### src/rtl/mem_stage_pkg.sv
// Shared encodings for the memory-access stage: widths, memory ops, FSM states, byte enables.
// Latency: none (declarations only).
// Backpressure: none (declarations only).
package mem_stage_pkg;

    localparam int ADDR_WIDTH  = 32;
    localparam int DATA_WIDTH  = 32;
    localparam int RADDR_WIDTH = 5;

    // Memory operation codes, shared with the execute stage.
    typedef enum logic [3:0] {
        MEM_OP_NONE = 4'd0,
        MEM_OP_LB   = 4'd1,
        MEM_OP_LH   = 4'd2,
        MEM_OP_LW   = 4'd3,
        MEM_OP_LBU  = 4'd4,
        MEM_OP_LHU  = 4'd5,
        MEM_OP_SB   = 4'd6,
        MEM_OP_SH   = 4'd7,
        MEM_OP_SW   = 4'd8
    } mem_op_t;

    typedef enum logic {
        ST_IDLE = 1'b0,
        ST_BUS  = 1'b1
    } state_t;

    localparam logic [3:0] BE_NONE = 4'b0000;
    localparam logic [3:0] BE_B0   = 4'b0001;
    localparam logic [3:0] BE_LO   = 4'b0011;
    localparam logic [3:0] BE_HI   = 4'b1100;
    localparam logic [3:0] BE_ALL  = 4'b1111;

    // Codes outside LB..SW are treated as plain ALU results.
    function automatic logic is_mem_op(input logic [3:0] op);
        return (op >= MEM_OP_LB) && (op <= MEM_OP_SW);
    endfunction

endpackage

### src/rtl/mem_align.sv
// Byte-lane steering for stores, extraction/extension for loads, and misalignment detection.
// Latency: purely combinational.
// Backpressure: none; outputs follow inputs.
module mem_align
    import mem_stage_pkg::*;
(
    input  logic [3:0]            op,
    input  logic [ADDR_WIDTH-1:0] addr,
    input  logic [DATA_WIDTH-1:0] store_data,
    input  logic [DATA_WIDTH-1:0] load_word,
    output logic                  misalign,
    output logic [ADDR_WIDTH-1:0] bus_addr,
    output logic [3:0]            bus_be,
    output logic [DATA_WIDTH-1:0] bus_wdata,
    output logic [DATA_WIDTH-1:0] load_data
);

    logic [7:0]  lane_byte;
    logic [15:0] lane_half;

    assign bus_addr  = {addr[ADDR_WIDTH-1:2], 2'b00};
    assign lane_byte = load_word[{addr[1:0], 3'b000} +: 8];
    assign lane_half = addr[1] ? load_word[31:16] : load_word[15:0];

    // Decode the op into lane enables, replicated store data, extended load data and alignment.
    always_comb begin
        misalign  = 1'b0;
        bus_be    = BE_NONE;
        bus_wdata = store_data;
        load_data = '0;
        case (op)
            MEM_OP_LB: begin
                bus_be    = BE_ALL;
                load_data = {{24{lane_byte[7]}}, lane_byte};
            end
            MEM_OP_LBU: begin
                bus_be    = BE_ALL;
                load_data = {24'd0, lane_byte};
            end
            MEM_OP_LH: begin
                bus_be    = BE_ALL;
                misalign  = addr[0];
                load_data = {{16{lane_half[15]}}, lane_half};
            end
            MEM_OP_LHU: begin
                bus_be    = BE_ALL;
                misalign  = addr[0];
                load_data = {16'd0, lane_half};
            end
            MEM_OP_LW: begin
                bus_be    = BE_ALL;
                misalign  = (addr[1:0] != 2'b00);
                load_data = load_word;
            end
            MEM_OP_SB: begin
                bus_be    = BE_B0 << addr[1:0];
                bus_wdata = {4{store_data[7:0]}};
            end
            MEM_OP_SH: begin
                bus_be    = addr[1] ? BE_HI : BE_LO;
                misalign  = addr[0];
                bus_wdata = {2{store_data[15:0]}};
            end
            MEM_OP_SW: begin
                bus_be    = BE_ALL;
                misalign  = (addr[1:0] != 2'b00);
            end
            default: ;
        endcase
    end

endmodule

### src/rtl/mem_stage.sv
// Memory-access stage: forwards ALU results and runs req/ack data-bus transactions for loads/stores.
// Latency: 1 cycle for non-memory and misaligned ops; 1 + bus cycles (min 2) for loads/stores.
// Backpressure: stall_o holds upstream while an access is pending; it drops in the ack/timeout cycle.
module mem_stage
    import mem_stage_pkg::*;
#(
    parameter int TIMEOUT_CYCLES = 255
) (
    input  logic                   clk_i,
    input  logic                   rst_n_i,
    input  logic                   valid_i,
    input  logic                   mem_we_i,
    input  logic [3:0]             mem_op_i,
    input  logic [ADDR_WIDTH-1:0]  mem_addr_i,
    input  logic [DATA_WIDTH-1:0]  mem_data_i,
    input  logic                   reg_we_i,
    input  logic [RADDR_WIDTH-1:0] reg_waddr_i,
    input  logic [DATA_WIDTH-1:0]  reg_wdata_i,
    output logic                   stall_o,
    output logic                   valid_o,
    output logic                   reg_we_o,
    output logic [RADDR_WIDTH-1:0] reg_waddr_o,
    output logic [DATA_WIDTH-1:0]  reg_wdata_o,
    output logic                   dbus_req_o,
    output logic                   dbus_we_o,
    output logic [ADDR_WIDTH-1:0]  dbus_addr_o,
    output logic [3:0]             dbus_be_o,
    output logic [DATA_WIDTH-1:0]  dbus_wdata_o,
    input  logic [DATA_WIDTH-1:0]  dbus_rdata_i,
    input  logic                   dbus_ack_i,
    output logic                   misalign_o,
    output logic                   bus_err_o
);

    localparam logic [7:0] TMO_LAST = 8'(TIMEOUT_CYCLES - 1);

    state_t                 state, state_nxt;
    logic [7:0]             tmo_cnt;
    logic [3:0]             op_q;
    logic [ADDR_WIDTH-1:0]  addr_q;
    logic [DATA_WIDTH-1:0]  sdata_q;
    logic                   we_q;
    logic                   rwe_q;
    logic [RADDR_WIDTH-1:0] rwaddr_q;

    logic                   busy;
    logic                   tmo_hit;
    logic                   live_mem;
    logic [3:0]             acc_op;
    logic [ADDR_WIDTH-1:0]  acc_addr;
    logic [DATA_WIDTH-1:0]  acc_sdata;
    logic                   misalign;
    logic [ADDR_WIDTH-1:0]  bus_addr;
    logic [3:0]             bus_be;
    logic [DATA_WIDTH-1:0]  bus_wdata;
    logic [DATA_WIDTH-1:0]  load_data;

    assign busy     = (state == ST_BUS);
    assign tmo_hit  = (tmo_cnt == TMO_LAST);
    assign live_mem = is_mem_op(mem_op_i);

    // One aligner serves both the alignment check on live inputs and steering of the held access.
    assign acc_op    = busy ? op_q    : mem_op_i;
    assign acc_addr  = busy ? addr_q  : mem_addr_i;
    assign acc_sdata = busy ? sdata_q : mem_data_i;

    mem_align u_align (
        .op         (acc_op),
        .addr       (acc_addr),
        .store_data (acc_sdata),
        .load_word  (dbus_rdata_i),
        .misalign   (misalign),
        .bus_addr   (bus_addr),
        .bus_be     (bus_be),
        .bus_wdata  (bus_wdata),
        .load_data  (load_data)
    );

    // Bus fields are only driven while a transaction is open, so they read zero when idle.
    assign dbus_we_o    = busy & we_q;
    assign dbus_addr_o  = busy ? bus_addr  : '0;
    assign dbus_be_o    = busy ? bus_be    : BE_NONE;
    assign dbus_wdata_o = busy ? bus_wdata : '0;

    // State register.
    always_ff @(posedge clk_i) begin
        if (!rst_n_i) state <= ST_IDLE;
        else          state <= state_nxt;
    end

    // Next state, request and stall; ack takes priority over the timeout in the same cycle.
    always_comb begin
        state_nxt  = state;
        stall_o    = 1'b0;
        dbus_req_o = 1'b0;
        case (state)
            ST_IDLE: begin
                if (valid_i && live_mem && !misalign) begin
                    state_nxt = ST_BUS;
                    stall_o   = 1'b1;
                end
            end
            ST_BUS: begin
                dbus_req_o = 1'b1;
                if (dbus_ack_i || tmo_hit) state_nxt = ST_IDLE;
                else                       stall_o   = 1'b1;
            end
            default: state_nxt = ST_IDLE;
        endcase
    end

    // Access latch, timeout counter and registered writeback/pulse outputs.
    always_ff @(posedge clk_i) begin
        if (!rst_n_i) begin
            tmo_cnt     <= '0;
            op_q        <= '0;
            addr_q      <= '0;
            sdata_q     <= '0;
            we_q        <= 1'b0;
            rwe_q       <= 1'b0;
            rwaddr_q    <= '0;
            valid_o     <= 1'b0;
            reg_we_o    <= 1'b0;
            reg_waddr_o <= '0;
            reg_wdata_o <= '0;
            misalign_o  <= 1'b0;
            bus_err_o   <= 1'b0;
        end else begin
            valid_o    <= 1'b0;
            misalign_o <= 1'b0;
            bus_err_o  <= 1'b0;
            case (state)
                ST_IDLE: begin
                    if (valid_i && !live_mem) begin
                        valid_o     <= 1'b1;
                        reg_we_o    <= reg_we_i;
                        reg_waddr_o <= reg_waddr_i;
                        reg_wdata_o <= reg_wdata_i;
                    end else if (valid_i && misalign) begin
                        valid_o     <= 1'b1;
                        reg_we_o    <= 1'b0;
                        reg_waddr_o <= reg_waddr_i;
                        reg_wdata_o <= '0;
                        misalign_o  <= 1'b1;
                    end else if (valid_i) begin
                        op_q     <= mem_op_i;
                        addr_q   <= mem_addr_i;
                        sdata_q  <= mem_data_i;
                        we_q     <= mem_we_i;
                        rwe_q    <= reg_we_i;
                        rwaddr_q <= reg_waddr_i;
                        tmo_cnt  <= '0;
                    end
                end
                ST_BUS: begin
                    if (dbus_ack_i) begin
                        valid_o     <= 1'b1;
                        reg_we_o    <= rwe_q & ~we_q;
                        reg_waddr_o <= rwaddr_q;
                        reg_wdata_o <= we_q ? '0 : load_data;
                        tmo_cnt     <= '0;
                    end else if (tmo_hit) begin
                        valid_o     <= 1'b1;
                        reg_we_o    <= 1'b0;
                        reg_waddr_o <= rwaddr_q;
                        reg_wdata_o <= '0;
                        bus_err_o   <= 1'b1;
                        tmo_cnt     <= '0;
                    end else begin
                        tmo_cnt <= tmo_cnt + 8'd1;
                    end
                end
                default: ;
            endcase
        end
    end

endmodule
### config.mk
export PLATFORM = sky130hd
export DESIGN_NAME = mem_stage
export DESIGN_NICKNAME = d
export VERILOG_FILES = /design/src/rtl/mem_stage_pkg.sv /design/src/rtl/mem_align.sv /design/src/rtl/mem_stage.sv
export SDC_FILE = /design/constraint.sdc
export NUM_CORES = 1
export LEC_CHECK = 0
export ABC_AREA = 1
export BUFFER_PORTS_ARGS = -buffer_cell sky130_fd_sc_hd__buf_4
export CORE_UTILIZATION = 45
export DETAILED_ROUTE_END_ITERATION = 16
export PLACE_DENSITY = 0.74
export SLEW_MARGIN = 40
export SYNTH_ARGS = -nofsm -noshare
export SYNTH_HDL_FRONTEND = slang
export SYNTH_SLANG_ARGS = --single-unit
### constraint.sdc
create_clock -name clk_i -period 2 [get_ports clk_i]
set_input_delay 0.1 -clock clk_i [delete_from_list [all_inputs] [get_ports clk_i]]
set_output_delay 0.1 -clock clk_i [all_outputs]
set_load 0.02 [all_outputs]
### Word-level counts from Yosys, hierarchy flattened

Cells that the tools add are included.

* $add $sub $neg: 1
* magnitude comparators: 2
* eq/ne operators: 14
* shift operators: 2
* mux-type cells: 42
* bitwise gates (word level): 7
* reduce and logical (&&, ||, !) cells: 17

Operators by type and width (number)
* $mux W32: 8
* $pmux W32 S5: 1
* $pmux W32 S2: 2
* $mux W8: 5
* $shiftx A32 B6 Y8: 1
* $mux W5: 4
* $eq A4 B3 Y1 const B: 4
* $mux W16: 1
* $pmux W8 S2: 1
* $mux W4: 3
* $pmux W4 S3: 1
* $mux W1: 11
* $pmux W5 S2: 1
* $reduce_or A3 Y1: 3
* $add A8 B1 Y8 const B: 1
* $eq A4 B2 Y1 const B: 2
* $eq A8 B8 Y1 const B: 1
* $pmux W1 S2: 4
* $ne A2 B2 Y1 const B: 3
* $reduce_or A6 Y1: 1
* $logic_and A1 B1 Y1: 5
* $not A1 Y1: 5
* $eq A4 B1 Y1 const B: 1
* $eq A4 B4 Y1 const B: 1
* 13 further kinds: 15

* flip-flop bits (word level): 125
* output and inout bits: 112

### Depth between registers and ports, before layout

* word-level depth: 8
* gate-level depth with buffers: 15
* gate-level depth less buffers: 13

### Hierarchy

From an unflattened synthesis, not the netlist that was laid out.

* cell total of the unflattened synthesis: 1398
* area total of the unflattened synthesis: 8545.7 um^2

Modules (own cells, without submodules)
* mem_stage: times used 1, cells an instance 1031, area each 6771.5 um^2, sequential area each 2502.4 um^2
* mem_align: times used 1, cells an instance 367, area each 1774.2 um^2, sequential area each 0.0 um^2

### Worst setup path after synthesis

No wires, ideal clock.

* path type: register to output
* start point: register state (netlist: busy)
* end point: output port dbus_wdata_o[30]
* arrival: 2.054 ns
* required time: 1.900 ns
* setup slack: -0.154 ns
* stages on the path, launching flop included: 9
* path buffers: 2
* cell sequence: dfxtp_1 -> buf_4 -> nand2_1 -> nand2_2 -> nor2_4 -> nand2_1 -> clkbuf_1 -> o21ai_0 -> a221oi_1

* longest elaborated chain between the ends: 4

RTL lines
* start, declared: line mem_stage.sv:37 `state_t state, state_nxt;`
* start signal, assigned: line mem_stage.sv:88 `else state <= state_nxt;`
* $mux W4: line mem_stage.sv:63 `assign acc_op = busy ? op_q : mem_op_i;`
* $eq A4 B3 Y1: line mem_align.sv:31 `case (op)`
* $pmux W32 S2: line mem_align.sv:31
* $mux W32 (*): line mem_stage.sv:83 `assign dbus_wdata_o = busy ? bus_wdata : '0;`
* end, declared: line mem_stage.sv:28 `output logic [DATA_WIDTH-1:0] dbus_wdata_o,`

Every way passes the cells marked *; elsewhere a longest branch is shown, timed or not.

### Final worst setup path

* start point: register state (netlist: busy)
* end point: register sdata_q[22]

* longest elaborated chain between the ends: 7

RTL lines
* $mux W4: line mem_stage.sv:63
* $eq A4 B3 Y1 (tied with other cells): line mem_align.sv:31
* $reduce_or A3 Y1 (no source line) / $reduce_or A2 Y1 (equally long branches)
* $pmux W1 S2: line mem_align.sv:31
* $logic_and A1 B1 Y1: line mem_stage.sv:139 `end else if (valid_i && misalign) begin`
* $not A1 Y1 (no source line)
* $reduce_and A4 Y1 (no source line) (*)
* end signal, assigned: line mem_stage.sv:148 `sdata_q <= mem_data_i;`
* end, declared: line mem_stage.sv:41 `logic [DATA_WIDTH-1:0] sdata_q;`

Marks and branches as above.
A chain may end at the register's enable or synchronous reset.

==> metrics <==
top cells by count, synth=nand2_1 (208), inv_1 (179), a21oi_1 (137); Final Setup Violations=131; compound-gate portion of the synthesized area=0.1964; DRC errors left=0; layout cells sized above 1=0.3747; Cell Area, Synth=0.006933 sq mm; peak supply drop=657.7 uV; final net count=1616; Post-synth EDFFs=0; num ports=255; worst reg2reg setup slack=-0.31 ns; placed cells=1506; ys async rst share=0; die area=0.01591 sq mm; Leak Pwr=5.808 nW; clk slew on worst S/H paths=0.06 ns; post-route clock period utilization=1.153; final RePlAce weighted congestion=0.9183; unrepaired setup endpoints after global routing=true; total track usage=0.3097; Rows=45; CTS tree=done; Synth Register Bits=125; core region area=0.01515 sq mm; Synth area leader=dfxtp_1; vias in the first global route=8142; CTS root buffer=clkbuf_16; kind of critical path=reg -> reg; largest family of logic cells by synthesized area=simple AND/OR/NAND/NOR gates; Power Density=721.8 mW/mm^2; final cell count without fillers=1673; worst setup margin=-0.3054 ns; filler cell count=866; mean routed wirelength per cell=19.66 um; Total Power=8.772 mW; total grt overflow=0; status=complete, but fails checks; max-cap viol count=0; design area=0.01215 sq mm; largest cells by area after synthesis=dfxtp_1 (36%), nand2_1 (11%), a21oi_1 (9.9%), inv_1 (9.7%), o21ai_0 (7.8%); post-synthesis mux area share=0; dpl cell area=0.009128 sq mm; Post-Syn Instances=1097; crit path max fanout=8; Die Y=126.1 um; relative slew slack=0.2274; violated checks=setup timing; count leader, synth=nand2_1; final slew viol count=0; critical path required time=2.33 ns; Worst-Margin Slew=1.159 ns; area share of the largest cell type after synthesis=0.3609; DR iter-0 viols=1063; Buffers on Ports=252; CP Capture Type=register; simple-gate share of the synthesized area=0.2741; WP data arrival=2.64 ns; clk_skew=0.009291 ns; H-tree depth=4; Clk Latency, worst-skew pair=0.44 ns; Tmin final=2.305 ns; initial antenna violation count=1; first-pass GRT wire length=39.42 mm; Initial Utilization=0.4577; WL final=32.90 mm; Inserted Clock Buffers=17; Vias=9544; vias per inst=5.705; largest net degree at the start of global routing=82; CTS Buffer Depth=2; antenna viol nets, final=0; Worst Hold Depth=5; r2r worst-path depth=14; Die Wd=126.1 um; Post-Synth Adder-Cell Area=0.003609; Synth warnings=0; placed wire-length estimate=15.71 mm; Worst setup SP type=register; Pre-antenna DRT Iters=7; Area growth syn-to-layout=75.29%; area occupied by multi-input gates=0.004106 sq mm; hold slack=0.04480 ns; Most used DFF post-synth=dfxtp_1; post-synth cell types=34; Worst Hold Class=in -> reg; Mapped Avg Cell Area=6.320 sq um; sequential cell area=0.002506 sq mm; xor/xnor share of the synthesized area=0.008843; Fmax achieved=0.4338 GHz; Fin. Hold Viols=0; clk sink count=125; post-synthesis sequential area ratio=0.3609
metrics by stage:
| stage | util | worst slack (ns) | setup TNS, ns |
|---|---|---|---|
| after global placement | 0.6026 | -0.01498 | -0.01498 |
| after global routing | 0.8024 | -0.4225 | -22.54 |
| final | 0.8024 | -0.3054 | -15.14 |
| after detailed placement | 0.6026 | -0.08079 | -1.422 |
| after CTS | 0.7226 | -0.1410 | -2.738 |
| after floorplan | - | -0.1067 | -0.2465 |
logic make-up (layout without fill, tap and decap cells):
logic type	Yosys count	in the layout
XOR/XNOR	7	7
other	1	3
flip-flops	125	125
AO/OA/AOI/OAI	263	263
buffers and inverters	258	644
AND/OR/NAND/NOR	441	441
adder cells (fa/ha/maj)	2	2
path summary, 6_finish.rpt:
check | start | end
hold reg to reg | addr_q[6]$_SDFFE_PN0P_ | addr_q[6]$_SDFFE_PN0P_
hold / removal | reg_wdata_i[8] | reg_wdata_o[8]$_SDFFE_PN0P_
setup / recovery | busy$_SDFF_PN0_ | sdata_q[22]$_SDFFE_PN0P_
setup reg to reg | busy$_SDFF_PN0_ | sdata_q[22]$_SDFFE_PN0P_
critical path, cell delays in order (launching register included):
cell and delay, ns:
dfxtp_4 0.41, inv_6 0.06, buf_6 0.13, buf_4 0.13
nand2_4 0.07, nand2_4 0.08, inv_4 0.09, nand2_4 0.06
nand2_4 0.09, nand4_4 0.19, buf_12 0.21, buf_16 0.15
buf_6 0.12, clkbuf_16 0.15, a21oi_1 0.25
flip-flops by register name (all words and copies together), names as in the netlist, 4 cells and up:
signal and count:
addr_q 32, reg_wdata_o 32, sdata_q 32, tmo_cnt 8, reg_waddr_o 5, rwaddr_q 5, op_q 4
area by class of cell:
cell class / instances / share of cell area
inverter: 186 / 0.05868
multi-input combinational: 715 / 0.3379
timing repair buffer: 426 / 0.3287
clock buffer: 19 / 0.03727
antenna: 1 / 0.0002059
sequential: 125 / 0.2062
clock inverter: 13 / 0.01163
tap: 188 / 0.01936
power by group:
| part | switching, mW | internal [mW] | total [mW] |
|---|---|---|---|
| Clock | 1.28 | 1.90 | 3.18 |
| Sequential | 0.143 | 2.71 | 2.86 |
| Combinational | 1.53 | 1.20 | 2.73 |
placed cells by master, fill, tap and decap left out, types with 7 or more instances in the layout:
| master | netlist | layout |
|---|---|---|
| buf_4 | 7 | 288 |
| nand2_1 | 208 | 183 |
| inv_1 | 179 | 176 |
| dfxtp_1 | 125 | 124 |
| nor2_1 | 128 | 123 |
| a21oi_1 | 137 | 79 |
| dlygate4sd3_1 | 0 | 76 |
| a21oi_2 | 0 | 52 |
| nand3_1 | 44 | 41 |
| o21ai_2 | 1 | 40 |
| o21ai_0 | 108 | 39 |
| nand4_1 | 37 | 37 |
| o21ai_1 | 7 | 32 |
| buf_6 | 7 | 29 |
| clkbuf_16 | 0 | 28 |
| nand2_2 | 9 | 19 |
| nand2_4 | 0 | 15 |
| buf_12 | 0 | 13 |
| a21oi_4 | 1 | 7 |
| nor2_4 | 3 | 7 |
| a221oi_2 | 0 | 7 |
per-layer routing:
metal / GRT usage / share of wire / vias to the layer above
li1: - / - / 4238
met1: 0.3476 / 0.35 / 4413
met2: 0.5424 / 0.49 / 693
met3: 0.08581 / 0.096 / 200
met4: 0.1453 / 0.063 / 0
met5: 0 / 0 / -
timing repair:
action,4_1_cts,5_1_grt
setup buffers,20,18
resized for setup,60,247
endpoints found under the setup margin,102,148
hold buffers,73,3
hold endpoints to repair,73,3
gates cloned,5,17
pin swaps,21,80
Note: power is estimated with default switching activity, not from simulation.
